### config.mk
export PLATFORM = sky130hd
export DESIGN_NAME = mp_dispatch_master
export DESIGN_NICKNAME = d
export VERILOG_FILES = /design/src/rtl/mp_dispatch_pkg.sv /design/src/rtl/mp_axil_wr_beat.sv /design/src/rtl/mp_dispatch_master.sv
export SDC_FILE = /design/constraint.sdc
export NUM_CORES = 1
export LEC_CHECK = 0
export BUFFER_PORTS_ARGS = -buffer_cell sky130_fd_sc_hd__buf_4
export CORE_MARGIN = 1.5
export CORE_UTILIZATION = 35
export CTS_CLUSTER_SIZE = 30
export DETAILED_ROUTE_END_ITERATION = 8
export MAX_ROUTING_LAYER = met4
export SLEW_MARGIN = 20
export SYNTH_ARGS = -nofsm -noshare
export SYNTH_HDL_FRONTEND = slang
export SYNTH_SLANG_ARGS = --single-unit
### constraint.sdc
create_clock -name clk -period 2.9 [get_ports clk]
set_input_delay 0 -clock clk [delete_from_list [all_inputs] [get_ports clk]]
set_output_delay 0 -clock clk [all_outputs]
set_load 0.01 [all_outputs]
### src/rtl/mp_dispatch_pkg.sv
// Shared constants, FSM state type and beat payload helper for the dispatch master.
package mp_dispatch_pkg;

    localparam int unsigned PID_W = 9;
    localparam int unsigned OFF_W = 22;
    localparam int unsigned CYC_W = 16;

    localparam logic [OFF_W-1:0] OFF_CTRL    = 22'h24;
    localparam logic [OFF_W-1:0] OFF_ADDR_LO = 22'h28;
    localparam logic [OFF_W-1:0] OFF_ADDR_HI = 22'h2C;

    localparam logic [1:0] ERR_OK    = 2'b00;
    localparam logic [1:0] ERR_BRESP = 2'b01;

    typedef enum logic [1:0] {
        ST_IDLE   = 2'd0,
        ST_ISSUE  = 2'd1,
        ST_WAIT_B = 2'd2,
        ST_DONE   = 2'd3
    } state_e;

    typedef struct packed {
        logic [31:0] addr;
        logic [31:0] data;
    } beat_t;

    // Address/data of beat 0..2: init address low, high, then the control word.
    function automatic beat_t beat_payload(input logic [1:0]       beat,
                                           input logic [PID_W-1:0] pid,
                                           input logic [63:0]      job_addr,
                                           input logic [7:0]       ctrl);
        beat_t p;
        p = '0;
        case (beat)
            2'd0: begin
                p.addr = {1'b0, pid, OFF_ADDR_LO};
                p.data = job_addr[31:0];
            end
            2'd1: begin
                p.addr = {1'b0, pid, OFF_ADDR_HI};
                p.data = job_addr[63:32];
            end
            default: begin
                p.addr = {1'b0, pid, OFF_CTRL};
                p.data = {16'h0000, ctrl, 8'h00};
            end
        endcase
        return p;
    endfunction

endpackage

### src/rtl/mp_axil_wr_beat.sv
// One AXI-Lite write: AW and W raised together, each dropped after its own
// handshake, then B accepted once both have gone.
module mp_axil_wr_beat #(
    parameter int unsigned ADDR_WIDTH = 32,
    parameter int unsigned DATA_WIDTH = 32
) (
    input  logic                  clk,
    input  logic                  rst,
    input  logic                  start_i,
    input  logic [ADDR_WIDTH-1:0] addr_i,
    input  logic [DATA_WIDTH-1:0] data_i,
    output logic                  awvalid_o,
    input  logic                  awready_i,
    output logic [ADDR_WIDTH-1:0] awaddr_o,
    output logic                  wvalid_o,
    input  logic                  wready_i,
    output logic [DATA_WIDTH-1:0] wdata_o,
    input  logic                  bvalid_i,
    output logic                  bready_o,
    output logic                  aw_w_done_c,
    output logic                  b_done_c
);

    logic                  active_q, active_d;
    logic                  awvalid_q, awvalid_d;
    logic                  wvalid_q, wvalid_d;
    logic                  aw_done_q, aw_done_d;
    logic                  w_done_q, w_done_d;
    logic                  bready_q, bready_d;
    logic [ADDR_WIDTH-1:0] awaddr_q, awaddr_d;
    logic [DATA_WIDTH-1:0] wdata_q, wdata_d;
    logic                  aw_acc_c, w_acc_c;

    always_comb begin
        active_d  = active_q;
        awvalid_d = awvalid_q;
        wvalid_d  = wvalid_q;
        aw_done_d = aw_done_q;
        w_done_d  = w_done_q;
        bready_d  = bready_q;
        awaddr_d  = awaddr_q;
        wdata_d   = wdata_q;

        aw_acc_c    = awvalid_q & awready_i;
        w_acc_c     = wvalid_q & wready_i;
        aw_w_done_c = active_q & ~bready_q & (aw_done_q | aw_acc_c) & (w_done_q | w_acc_c);
        b_done_c    = bready_q & bvalid_i;

        if (start_i && !active_q) begin
            active_d  = 1'b1;
            awvalid_d = 1'b1;
            wvalid_d  = 1'b1;
            aw_done_d = 1'b0;
            w_done_d  = 1'b0;
            awaddr_d  = addr_i;
            wdata_d   = data_i;
        end
        if (aw_acc_c) begin
            awvalid_d = 1'b0;
            aw_done_d = 1'b1;
        end
        if (w_acc_c) begin
            wvalid_d = 1'b0;
            w_done_d = 1'b1;
        end
        if (aw_w_done_c) begin
            bready_d  = 1'b1;
            aw_done_d = 1'b0;
            w_done_d  = 1'b0;
        end
        if (b_done_c) begin
            bready_d = 1'b0;
            active_d = 1'b0;
        end
    end

    always_ff @(posedge clk) begin
        if (rst) begin
            active_q  <= 1'b0;
            awvalid_q <= 1'b0;
            wvalid_q  <= 1'b0;
            aw_done_q <= 1'b0;
            w_done_q  <= 1'b0;
            bready_q  <= 1'b0;
            awaddr_q  <= '0;
            wdata_q   <= '0;
        end else begin
            active_q  <= active_d;
            awvalid_q <= awvalid_d;
            wvalid_q  <= wvalid_d;
            aw_done_q <= aw_done_d;
            w_done_q  <= w_done_d;
            bready_q  <= bready_d;
            awaddr_q  <= awaddr_d;
            wdata_q   <= wdata_d;
        end
    end

    assign awvalid_o = awvalid_q;
    assign awaddr_o  = awaddr_q;
    assign wvalid_o  = wvalid_q;
    assign wdata_o   = wdata_q;
    assign bready_o  = bready_q;

endmodule

### src/rtl/mp_dispatch_master.sv
// Dispatches a job as three AXI-Lite register writes (addr lo, addr hi, ctrl)
// into the per-process window selected by pid.
module mp_dispatch_master
    import mp_dispatch_pkg::*;
#(
    parameter int unsigned ADDR_WIDTH = 32,
    parameter int unsigned DATA_WIDTH = 32
) (
    input  logic                  clk,
    input  logic                  rst,
    input  logic                  job_valid_i,
    output logic                  job_ready_o,
    input  logic [PID_W-1:0]      job_pid_i,
    input  logic [63:0]           job_addr_i,
    input  logic [7:0]            job_ctrl_i,
    output logic                  m_axi_awvalid,
    input  logic                  m_axi_awready,
    output logic [ADDR_WIDTH-1:0] m_axi_awaddr,
    output logic [2:0]            m_axi_awprot,
    output logic                  m_axi_wvalid,
    input  logic                  m_axi_wready,
    output logic [DATA_WIDTH-1:0] m_axi_wdata,
    output logic [3:0]            m_axi_wstrb,
    input  logic                  m_axi_bvalid,
    output logic                  m_axi_bready,
    input  logic [1:0]            m_axi_bresp,
    output logic                  busy_o,
    output logic                  done_o,
    output logic [1:0]            err_o,
    output logic [CYC_W-1:0]      job_cycles_o
);

    state_e           state_q, state_d;
    logic [1:0]       beat_q, beat_d;
    logic [PID_W-1:0] pid_q, pid_d;
    logic [63:0]      addr_q, addr_d;
    logic [7:0]       ctrl_q, ctrl_d;
    logic [CYC_W-1:0] cnt_q, cnt_d;
    logic [CYC_W-1:0] job_cycles_q, job_cycles_d;
    logic [1:0]       err_q, err_d;
    logic             job_ready_q, job_ready_d;
    logic             busy_q, busy_d;
    logic             done_q, done_d;
    logic             accept_c, start_c, aw_w_done_c, b_done_c;
    beat_t            payload_c;

    always_comb begin
        state_d      = state_q;
        beat_d       = beat_q;
        pid_d        = pid_q;
        addr_d       = addr_q;
        ctrl_d       = ctrl_q;
        cnt_d        = cnt_q;
        job_cycles_d = job_cycles_q;
        err_d        = err_q;

        accept_c  = (state_q == ST_IDLE) && job_ready_q && job_valid_i;
        start_c   = (state_q == ST_ISSUE);
        payload_c = beat_payload(beat_q, pid_q, addr_q, ctrl_q);

        case (state_q)
            ST_IDLE: begin
                if (accept_c) begin
                    state_d = ST_ISSUE;
                    beat_d  = 2'd0;
                    pid_d   = job_pid_i;
                    addr_d  = job_addr_i;
                    ctrl_d  = job_ctrl_i;
                    cnt_d   = '0;
                    err_d   = ERR_OK;
                end
            end
            ST_ISSUE: begin
                if (aw_w_done_c) state_d = ST_WAIT_B;
            end
            ST_WAIT_B: begin
                if (b_done_c) begin
                    // A failed write aborts the remaining beats of the job.
                    if (m_axi_bresp != 2'b00) begin
                        state_d = ST_DONE;
                        err_d   = ERR_BRESP;
                    end else if (beat_q == 2'd2) begin
                        state_d = ST_DONE;
                        err_d   = ERR_OK;
                    end else begin
                        state_d = ST_ISSUE;
                        beat_d  = beat_q + 2'd1;
                    end
                end
            end
            ST_DONE: state_d = ST_IDLE;
            default: state_d = ST_IDLE;
        endcase

        if ((state_q == ST_ISSUE || state_q == ST_WAIT_B) && cnt_q != '1) begin
            cnt_d = cnt_q + CYC_W'(1);
        end
        if (state_q == ST_WAIT_B && state_d == ST_DONE) job_cycles_d = cnt_d;

        job_ready_d = (state_d == ST_IDLE);
        busy_d      = (state_d != ST_IDLE);
        done_d      = (state_d == ST_DONE);
    end

    always_ff @(posedge clk) begin
        if (rst) begin
            state_q      <= ST_IDLE;
            beat_q       <= 2'd0;
            pid_q        <= '0;
            addr_q       <= '0;
            ctrl_q       <= '0;
            cnt_q        <= '0;
            job_cycles_q <= '0;
            err_q        <= ERR_OK;
            job_ready_q  <= 1'b0;
            busy_q       <= 1'b0;
            done_q       <= 1'b0;
        end else begin
            state_q      <= state_d;
            beat_q       <= beat_d;
            pid_q        <= pid_d;
            addr_q       <= addr_d;
            ctrl_q       <= ctrl_d;
            cnt_q        <= cnt_d;
            job_cycles_q <= job_cycles_d;
            err_q        <= err_d;
            job_ready_q  <= job_ready_d;
            busy_q       <= busy_d;
            done_q       <= done_d;
        end
    end

    mp_axil_wr_beat #(
        .ADDR_WIDTH (ADDR_WIDTH),
        .DATA_WIDTH (DATA_WIDTH)
    ) u_beat (
        .clk         (clk),
        .rst         (rst),
        .start_i     (start_c),
        .addr_i      (ADDR_WIDTH'(payload_c.addr)),
        .data_i      (DATA_WIDTH'(payload_c.data)),
        .awvalid_o   (m_axi_awvalid),
        .awready_i   (m_axi_awready),
        .awaddr_o    (m_axi_awaddr),
        .wvalid_o    (m_axi_wvalid),
        .wready_i    (m_axi_wready),
        .wdata_o     (m_axi_wdata),
        .bvalid_i    (m_axi_bvalid),
        .bready_o    (m_axi_bready),
        .aw_w_done_c (aw_w_done_c),
        .b_done_c    (b_done_c)
    );

    assign m_axi_awprot = 3'b000;
    assign m_axi_wstrb  = 4'hF;
    assign job_ready_o  = job_ready_q;
    assign busy_o       = busy_q;
    assign done_o       = done_q;
    assign err_o        = err_q;
    assign job_cycles_o = job_cycles_q;

endmodule

==> impl_metrics.ini, run 1 <==
[die]
start_util_pct = 36.1
die_w_um = 145
core_area_um2 = 19700
die_area_um2 = 21200
die_y_um = 145
pin_count = 184
rows = 51

[route]
drc = 0
dr.pass1.iters = 4
drt_wl_total_um = 20000
viasPerCell = 4.92
first_iter_violations = 382
wire_per_inst_um = 14.9
final_antenna_net_count = 0
vias = 6590

[pwr]
ir_worst_vdd_uv = 400
total_power_uw = 7650
power_density_nw_per_um2 = 778
leakage_uw = 0.00386

[clock_network]
clk_pin_slew_ns = 0.07
clockBufferDepth = 2
htree_num_levels = 4
cts_tree = done
cts.sinks = 171
cts_root_buf = clkbuf_16
cts_resized = 0
clock_latency_ns = 0.42
cts_inserted_buffers = 17
post_cts_buffers = 0

[logic_synthesis]
syn_inst = 850
syn_area_um2 = 7100
syn-mean-instance-area_um2 = 8.35
synth-seq-area-share_pct = 48.2
synth_ff_type = dfxtp_1
synth-edff-count = 0
synthArstFlopShare_pct = 0
yosysUniqueCellTypes = 58
yosys_warnings = 0
synth_seq_cells = 171

[worst_hold_path]
hold_depth = 4
holdPathEnd = cnt_q[4]
hold_path.class = in -> reg
holdCritStartpoint = job_valid_i

[timing]
finClkSkew_ns = 0.0107
rsz0062_at_grt = no
setup_viol = 0
post-route-period-util_pct = 80.0
hold_viol = 0
slew-limit-headroom_pct = 27.7
tns_ns = 0
post-route-min-period_ns = 2.32
tightestPinTransition_ns = 1.08
finalMaxSlewViolations = 0
whs_ns = 0.0501
max_clock_freq_mhz = 431

[setup_path]
worstSetupEndpointType = flop
critPathKind = reg -> reg
rrSetupSlack_ns = 0.58
arrival_ns = 2.65
start_kind = flop
rr_worst_depth = 7
rr_endpoint = pid_q[3]
worstPathRequired_ns = 3.23
crit_fanout = 61
r2r_start = state_q[1]

[placement]
port_buffers = 155
gp_congestion = 0.821
hpwl_um = 12400

[global_routing]
grt_pass1_vias = 6461
grt_max_degree = 100
grt_usage_pct = 19.4
grt_pass1_wl_um = 32600
antenna_found_initial = 0
grt.overflow.total = 0

[layout]
antenna-diode-count = 0
nets = 1159
area_growth_syn_to_layout_pct = 38.6
drive_gt1_share_pct = 21.5

[job]
drv_cap = 0

[status]
status = finished, final reports clean
## worst max-delay path, cell delays in order (launching register included)
cell	delay (ns)
dfxtp_1	0.44
inv_1	0.12
ha_1	0.26
nand3_4	0.14
buf_4	0.32
buf_4	0.59
nand2_1	0.14
a21oi_1	0.16
## flip-flops by register name, summed over array words and instances (netlist names), 2 cells and up
signal           cells
addr_q              64
job_cycles_o        16
u_beat.awaddr_o     12
ctrl_q               8
beat_q               2
state_q              2
u_beat.wdata_o      32
pid_q                9
cnt_q               16
## timing repair
item / 4_1_cts / 5_1_grt
hold endpoints to repair: 107 / 0
endpoints found under the setup margin: 0 / 0
hold buffers: 91 / 0
## placed cells by master (no fill, tap or decap), drive strengths merged, types with 21 or more instances in the layout
cell	instances
nor3	29
a21oi	120
nor2	53
a221oi	33
nand2	205
dfxtp	171
clkbuf	21
buf	169
conb	28
dlygate4sd3	91
## routing by layer
layer	global-route usage, %	vias up	share of wire, %	wire [um]
li1	-	3289	-	-
met1	24.3	3086	45	9080
met2	31.9	196	48	9650
met3	3.95	19	5.1	1010
met4	4.64	0	1.1	223
met5	-	-	0	0
## power breakdown
group,internal [uW],switching [uW],total [uW],leakage (uW)
clock network,1260,958,2220,0.000281
registers,2730,234,2960,0.00139
logic,1040,1430,2470,0.00220
total,5030,2620,7650,0.00386
## metrics by stage
stage                     cell area (um2)  util [%]  cells  setup WS, ns
after detailed placement             8350      42.5   1216         0.626
final                                9840      50.1   1339         0.581
after CTS                            9840      50.1   1339         0.609
after global placement               8350      42.5   1216         0.692
after floorplan                      7200         -    876         0.809
after global routing                 9840      50.1   1339         0.419
## cell usage after synthesis, types with 4 or more instances
cell | number | area, um2
xor2_1 | 4 | 35.0
a21oi_1 | 119 | 596
nand2_1 | 205 | 769
dfxtp_1 | 171 | 3420
nor2_1 | 53 | 199
buf_1 | 4 | 15.0
o21ai_0 | 12 | 60.1
nand2b_1 | 5 | 31.3
clkbuf_1 | 57 | 214
and2_1 | 4 | 25.0
a221oi_1 | 32 | 280
mux2_2 | 4 | 45.0
nor3_1 | 27 | 135
inv_1 | 7 | 26.3
nand3_1 | 11 | 55.1
nor2b_1 | 4 | 25.0
ha_1 | 9 | 113
buf_4 | 28 | 210
a211oi_2 | 13 | 163
a22oi_1 | 4 | 30.0
and3_1 | 7 | 43.8
mux2i_1 | 5 | 50.1
a211oi_1 | 7 | 52.6
## worst max path at each step
stage                           from               end  slack (ns)  cells past startpoint
after floorplan           state_q[0]   job_cycles_o[7]        0.81                      9
after global placement    state_q[1]  job_cycles_o[13]        0.69                      7
after detailed placement  state_q[1]         ctrl_q[0]        0.63                      7
after CTS                 state_q[1]          pid_q[8]        0.61                      7
after global routing      state_q[1]        addr_q[51]        0.42                      7
final                     state_q[1]          pid_q[3]        0.58                      7
## layout make-up
cell class	count	area [um2]
Clock buffer	21	470
Clock inverter	11	108
Fill cell	1952	9820
Inverter	7	26.3
Multi-Input combinational cell	604	3300
Sequential cell	171	3420
Tap cell	265	332
Timing Repair Buffer	260	2180
## kinds of logic after synthesis
family | count (synthesis) | share of synthesized area, %
multiplexers | 12 | 1.81
flip-flops | 171 | 48.2
XOR/XNOR | 7 | 0.863
AND/OR/NAND/NOR | 333 | 20.0
adder cells (fa/ha/maj) | 9 | 1.59
buffers and inverters | 101 | 7.08
other | 2 | 0.106
AO/OA/AOI/OAI | 215 | 20.4
No activity file was read; power rests on OpenSTA's default activity.
==> inputs of run 2 (changes only) <==
- clock period: 2.9 -> 2.3 ns (I/O delays scaled with it)
==> run 2 against run 1 <==
Register-to-register slack worse by 0.37 ns. Combinational power up 32%. Clock-buffer cell count down 3.
==> impl_metrics.ini, run 2 (synthesis gave the netlist of run 1 again) <==
[die]
core_area_um2 = 19700
die_y_um = 145
start_util_pct = 36.1
die_w_um = 145
rows = 51
die_area_um2 = 21200
pin_count = 184

[worst_hold_path]
hold_depth = 4
hold_path.class = in -> reg

[timing]
finClkSkew_ns = 0.0167
setup_viol = 0
post-route-period-util_pct = 90.9
tns_ns = 0
tightestPinTransition_ns = 0.779
post-route-min-period_ns = 2.09
rsz0062_at_grt = no
finalMaxSlewViolations = 0
hold_viol = 0
slew-limit-headroom_pct = 48.1
max_clock_freq_mhz = 478
setup_ws_ns = 0.210

[global_routing]
grt.overflow.total = 0
grt_max_degree = 160
grt_pass1_vias = 6403
grt_usage_pct = 19.3
grt_pass1_wl_um = 32200
antenna_found_initial = 0

[placement]
hpwl_um = 12500
dpl_worst_slack_ns = 0.225
placed_cell_area_um2 = 8440
gp_congestion = 0.843
dp.cells = 1223
port_buffers = 155

[layout]
fillCellCount = 1950
drive_gt1_share_pct = 22.3
final_common_cell = nand2_1
final_cells = 1341
area_growth_syn_to_layout_pct = 39.7
largest_register_ffs = 64
largest-register = addr_q
stdcell_area_um2 = 9920
antenna-diode-count = 0
nets = 1161
layout_common_cells = nand2_1 (205), buf_4 (173), dfxtp_1 (171)

[setup_path]
cp_cell_sequence = inv_1, ha_1, or3_4, a221oi_4, a22oi_2, and2_4, mux2_1
worstSetupEndpointType = flop
worstPathRequired_ns = 2.62
arrival_ns = 2.41
rr_worst_depth = 7
worst-path-stages = 7
critPathKind = reg -> reg
start_kind = flop
critPathTopFamily = simple AND/OR/NAND/NOR gates
critPathBufInv = 1
slowest_delay_ns = 0.35
slowest_stage = dfxtp_1
crit_fanout = 16

[route]
viasPerCell = 4.92
drc = 0
final_antenna_net_count = 0
drt_wl_total_um = 19800
wire_per_inst_um = 14.8
vias = 6602
dr.pass1.iters = 5
first_iter_violations = 377

[job]
drv_cap = 0

[clock_network]
cts.sinks = 171
clockBufferDepth = 2
cts_inserted_buffers = 17
cts_tree = done
post_cts_buffers = 0
htree_num_levels = 4
cts_root_buf = clkbuf_16
clock_latency_ns = 0.44
clk_pin_slew_ns = 0.07

[pwr]
power_density_nw_per_um2 = 1000
ir_worst_vdd_uv = 461
total_power_uw = 9930
leakage_uw = 0.00390

[status]
status = finished, final reports clean
run 2: changes by cell type in the layout (fill, tap and decap cells not counted), moves of 2 or more:
cell,before,now
dlygate4sd3_1,91,86
inv_8,0,5
buf_4,169,173
inv_6,4,0
buf_12,0,3
clkinv_8,0,3
clkbuf_8,3,1
clkinv_2,2,0
clkinv_4,2,4
run 2: worst paths after layout:
kind                   from                   to  slack [ns]
setup / recovery  beat_q[0]      job_cycles_o[7]        0.21
hold / removal          rst   u_beat.wdata_o[14]        0.03
setup reg to reg  beat_q[0]      job_cycles_o[7]        0.21
hold reg to reg    pid_q[5]  u_beat.awaddr_o[27]        0.45
run 2: what timing repair did:
| action | 4_1_cts | 5_1_grt |
|---|---|---|
| gates resized for setup | 0 | 1 |
| setup endpoints to repair | 0 | 1 |
| hold buffers | 86 | 0 |
| hold endpoints to repair | 88 | 0 |
run 2: through the flow:
step                hold WS (ns)  util [%]
floorplan                  0.136         -
global placement           0.248      42.9
detailed placement         0.256      42.9
CTS                       0.0125      50.5
global route              0.0434      50.5
finish                    0.0316      50.5
run 2: per-layer routing:
metal  GRT usage (%)  up-vias  part of all wire, %
met2            31.8      154                   48
met3            4.70       23                  4.5
met1            23.3     3125                   46
li1                -     3300                    -
met4            5.51        0                  1.6
met5               -        -                    0
run 2: worst register-to-register path: cells and delay by family, from the launching register on:
kind	cells	cell delay, ns
AO/OA/AOI/OAI	2	0.39
buffers and inverters	1	0.10
AND/OR/NAND/NOR	2	0.60
multiplexers	1	0.34
adder cells (fa/ha/maj)	1	0.20
flip-flops	1	0.35
run 2: power breakdown:
| group | leakage, uW | internal [uW] | switching (uW) |
|---|---|---|---|
| Clock | 0.000298 | 1590 | 1360 |
| Combinational | 0.00221 | 1420 | 1840 |
| Sequential | 0.00139 | 3440 | 281 |
run 2: area by class of cell:
cell class | count | area [um2] | share of cell area [%]
Clock buffer | 18 | 439 | 4.43
Clock inverter | 14 | 178 | 1.79
Inverter | 7 | 26.3 | 0.265
Multi-Input combinational cell | 604 | 3300 | 33.3
Sequential cell | 171 | 3420 | 34.5
Tap cell | 265 | 332 | 3.34
Timing Repair Buffer | 262 | 2220 | 22.4
==> inputs of run 3 (changes only) <==
- SYNTH_HIERARCHICAL: not set -> 1
==> run 3 against run 2 <==
Flip-flop and latch count grew 20. Worst setup slack got worse by 0.098 ns. Clock skew down 0.0075 ns. Largest cell class unchanged. Highest routed layer unchanged. Cell count is 11% higher. Utilization increased by 0.90 points. Clock power is essentially flat. Worst hold slack improved by 0.074 ns. Cell area up 9.6%. Via count rose by 8.2%. First-iteration DRC count down 16%.
==> impl_metrics.ini, run 3 <==
[route]
final_antenna_net_count = 0
met3_length_um = 892
viasPerCell = 4.78
first_iter_violations = 317
wl_met1_um = 10300
drt_wl_total_um = 21700
wire_per_inst_um = 14.5
highest_layer = met4
vias = 7145
drc = 0
dr.pass1.iters = 4
dr_wl_met2_um = 10100

[layout]
largest_register_ffs = 64
final_common_cell = nand2_1
multi_input_area_um2 = 3520
layout_common_cells = nand2_1 (312), buf_4 (202), dfxtp_1 (190)
final_cells = 1495
seq_area_um2 = 3820
nets = 1305
area_growth_syn_to_layout_pct = 43.5
stdcell_area_um2 = 10900
drive_gt1_share_pct = 22.0
antenna-diode-count = 0
final_util_pct = 51.4
fillCellCount = 2033
largest-register = addr_q

[die]
die_area_um2 = 22500
rows = 53
pin_count = 184
die_w_um = 150
core_area_um2 = 21200
die_y_um = 150
start_util_pct = 35.8

[setup_path]
critPathBufInv = 2
rrSetupSlack_ns = 0.11
slowest_stage = a2111oi_4
critPathTopFamily = compound AO/OA/AOI/OAI gates
slowest_delay_ns = 0.37
arrival_ns = 2.54
crit_fanout = 8
critPathKind = reg -> reg
worstSetupEndpointType = flop
worstPathRequired_ns = 2.65
start_kind = flop
cp_cell_sequence = a21oi_2, nor4b_4, nand2b_1, a211o_1, a2111oi_4, buf_6, clkbuf_16, nor2_1, a211oi_1

[timing]
finClkSkew_ns = 0.00919
rsz0062_at_grt = no
max_clock_freq_mhz = 457
tns_ns = 0
post-route-min-period_ns = 2.19
hold_viol = 0
tightestPinTransition_ns = 0.860
setup_ws_ns = 0.112
slew-limit-headroom_pct = 42.7
setup_viol = 0
post-route-period-util_pct = 95.1
finalMaxSlewViolations = 0

[logic_synthesis]
synth.top_cell.area_share_pct = 50.5
syn_area_um2 = 7570
yosysUniqueCellTypes = 60
synth-edff-count = 0
synth-seq-area-share_pct = 50.5
yosys-top-cells-area = dfxtp_1 (50%), nand2_1 (15%), a21oi_1 (11%)
yosysTopAreaCell = dfxtp_1
synth_ff_type = dfxtp_1
syn-mean-instance-area_um2 = 8.07
synthArstFlopShare_pct = 0
yosys_warnings = 6
syn_inst = 939
synth_seq_cells = 191
yosysMostFrequentCell = nand2_1
synth_common_cells = nand2_1 (312), dfxtp_1 (191), a21oi_1 (164), clkbuf_1 (49), nor2_1 (40)

[job]
drv_cap = 0

[pwr]
power_density_nw_per_um2 = 671
leakage_uw = 0.00425
ir_worst_vdd_uv = 492

[clock_network]
htree_num_levels = 4
clock_latency_ns = 0.44
cts_inserted_buffers = 17
clk_pin_slew_ns = 0.08
clockBufferDepth = 2
cts_tree = done
cts.sinks = 191
cts_root_buf = clkbuf_16

[global_routing]
grt_pass1_vias = 6622
antenna_found_initial = 0
grt_max_degree = 85
grt_usage_pct = 19.1
grt_pass1_wl_um = 33200
grt.overflow.total = 0

[placement]
dp.cells = 1374
placed_cell_area_um2 = 9310
gp_congestion = 0.808
dpl_worst_slack_ns = 0.0720
port_buffers = 175
hpwl_um = 13200

[worst_hold_path]
hold_path.class = in -> reg

[status]
status = finished, final reports clean
[run 3: final cells by class]
| class | instances | area share [%] |
|---|---|---|
| clock buffers | 17 | 3.91 |
| clock inverters | 14 | 1.40 |
| inverters | 10 | 0.345 |
| multi-input cells | 690 | 32.4 |
| flip-flops and latches | 191 | 35.2 |
| well taps | 275 | 3.17 |
| repair buffers | 298 | 23.6 |
[run 3: routing by layer]
metal  track usage, %  vias up
li1                 -     3673
met1             24.6     3287
met2             30.2      160
met3             3.00       25
met4             7.40        0
met5                -        -
[run 3: power breakdown]
part | leakage (uW) | internal [uW] | total [uW] | switching (uW)
logic | 0.00243 | 410 | 869 | 459
registers | 0.00155 | 3430 | 3500 | 68.0
clock network | 0.000275 | 1530 | 2920 | 1390
total | 0.00425 | 5380 | 7290 | 1920
[run 3: worst reg2reg max path: cells and delay by family, from the launching register on]
kind / cells / cell delay (ns)
and+or+nand+nor: 3 / 0.28
buffers and inverters: 2 / 0.35
DFF: 1 / 0.35
AOI/OAI and AO/OA: 4 / 1.13
[run 3: worst paths after layout]
| check | start | cells past startpoint | to |
|---|---|---|---|
| hold / removal | m_axi_bresp[1] | 5 | err_o[0] |
| setup reg to reg | u_beat/awvalid_o | 9 | job_cycles_o[12] |
| setup / recovery | u_beat/awvalid_o | 9 | job_cycles_o[12] |
| hold reg to reg | pid_q[6] | 2 | u_beat/awaddr_o[28] |
[run 3: logic make-up after synthesis]
family                     synth area share [%]
other                                    0.0992
DFF                                        50.5
adders and majority gates                  1.32
and+or+nand+nor                            22.4
buffers and inverters                      5.47
muxes                                     0.562
AOI/OAI and AO/OA                          19.2
xor gates and xnor gates                  0.463
[run 3: metrics by stage]
step	hold WS, ns	power (uW)
6_report	0.105	7290
5_1_grt	0.109	7590
4_1_cts	0.0891	7370
3_5_place_dp	0.255	4320
3_3_place_gp	0.248	4320
2_1_floorplan	0.136	4010
[run 3: what timing repair did]
action / CTS / global route
resized for setup: 0 / 13
setup buffers: 0 / 1
hold buffers: 87 / 0
endpoints found under the setup margin: 0 / 17
hold endpoints to repair: 93 / 0
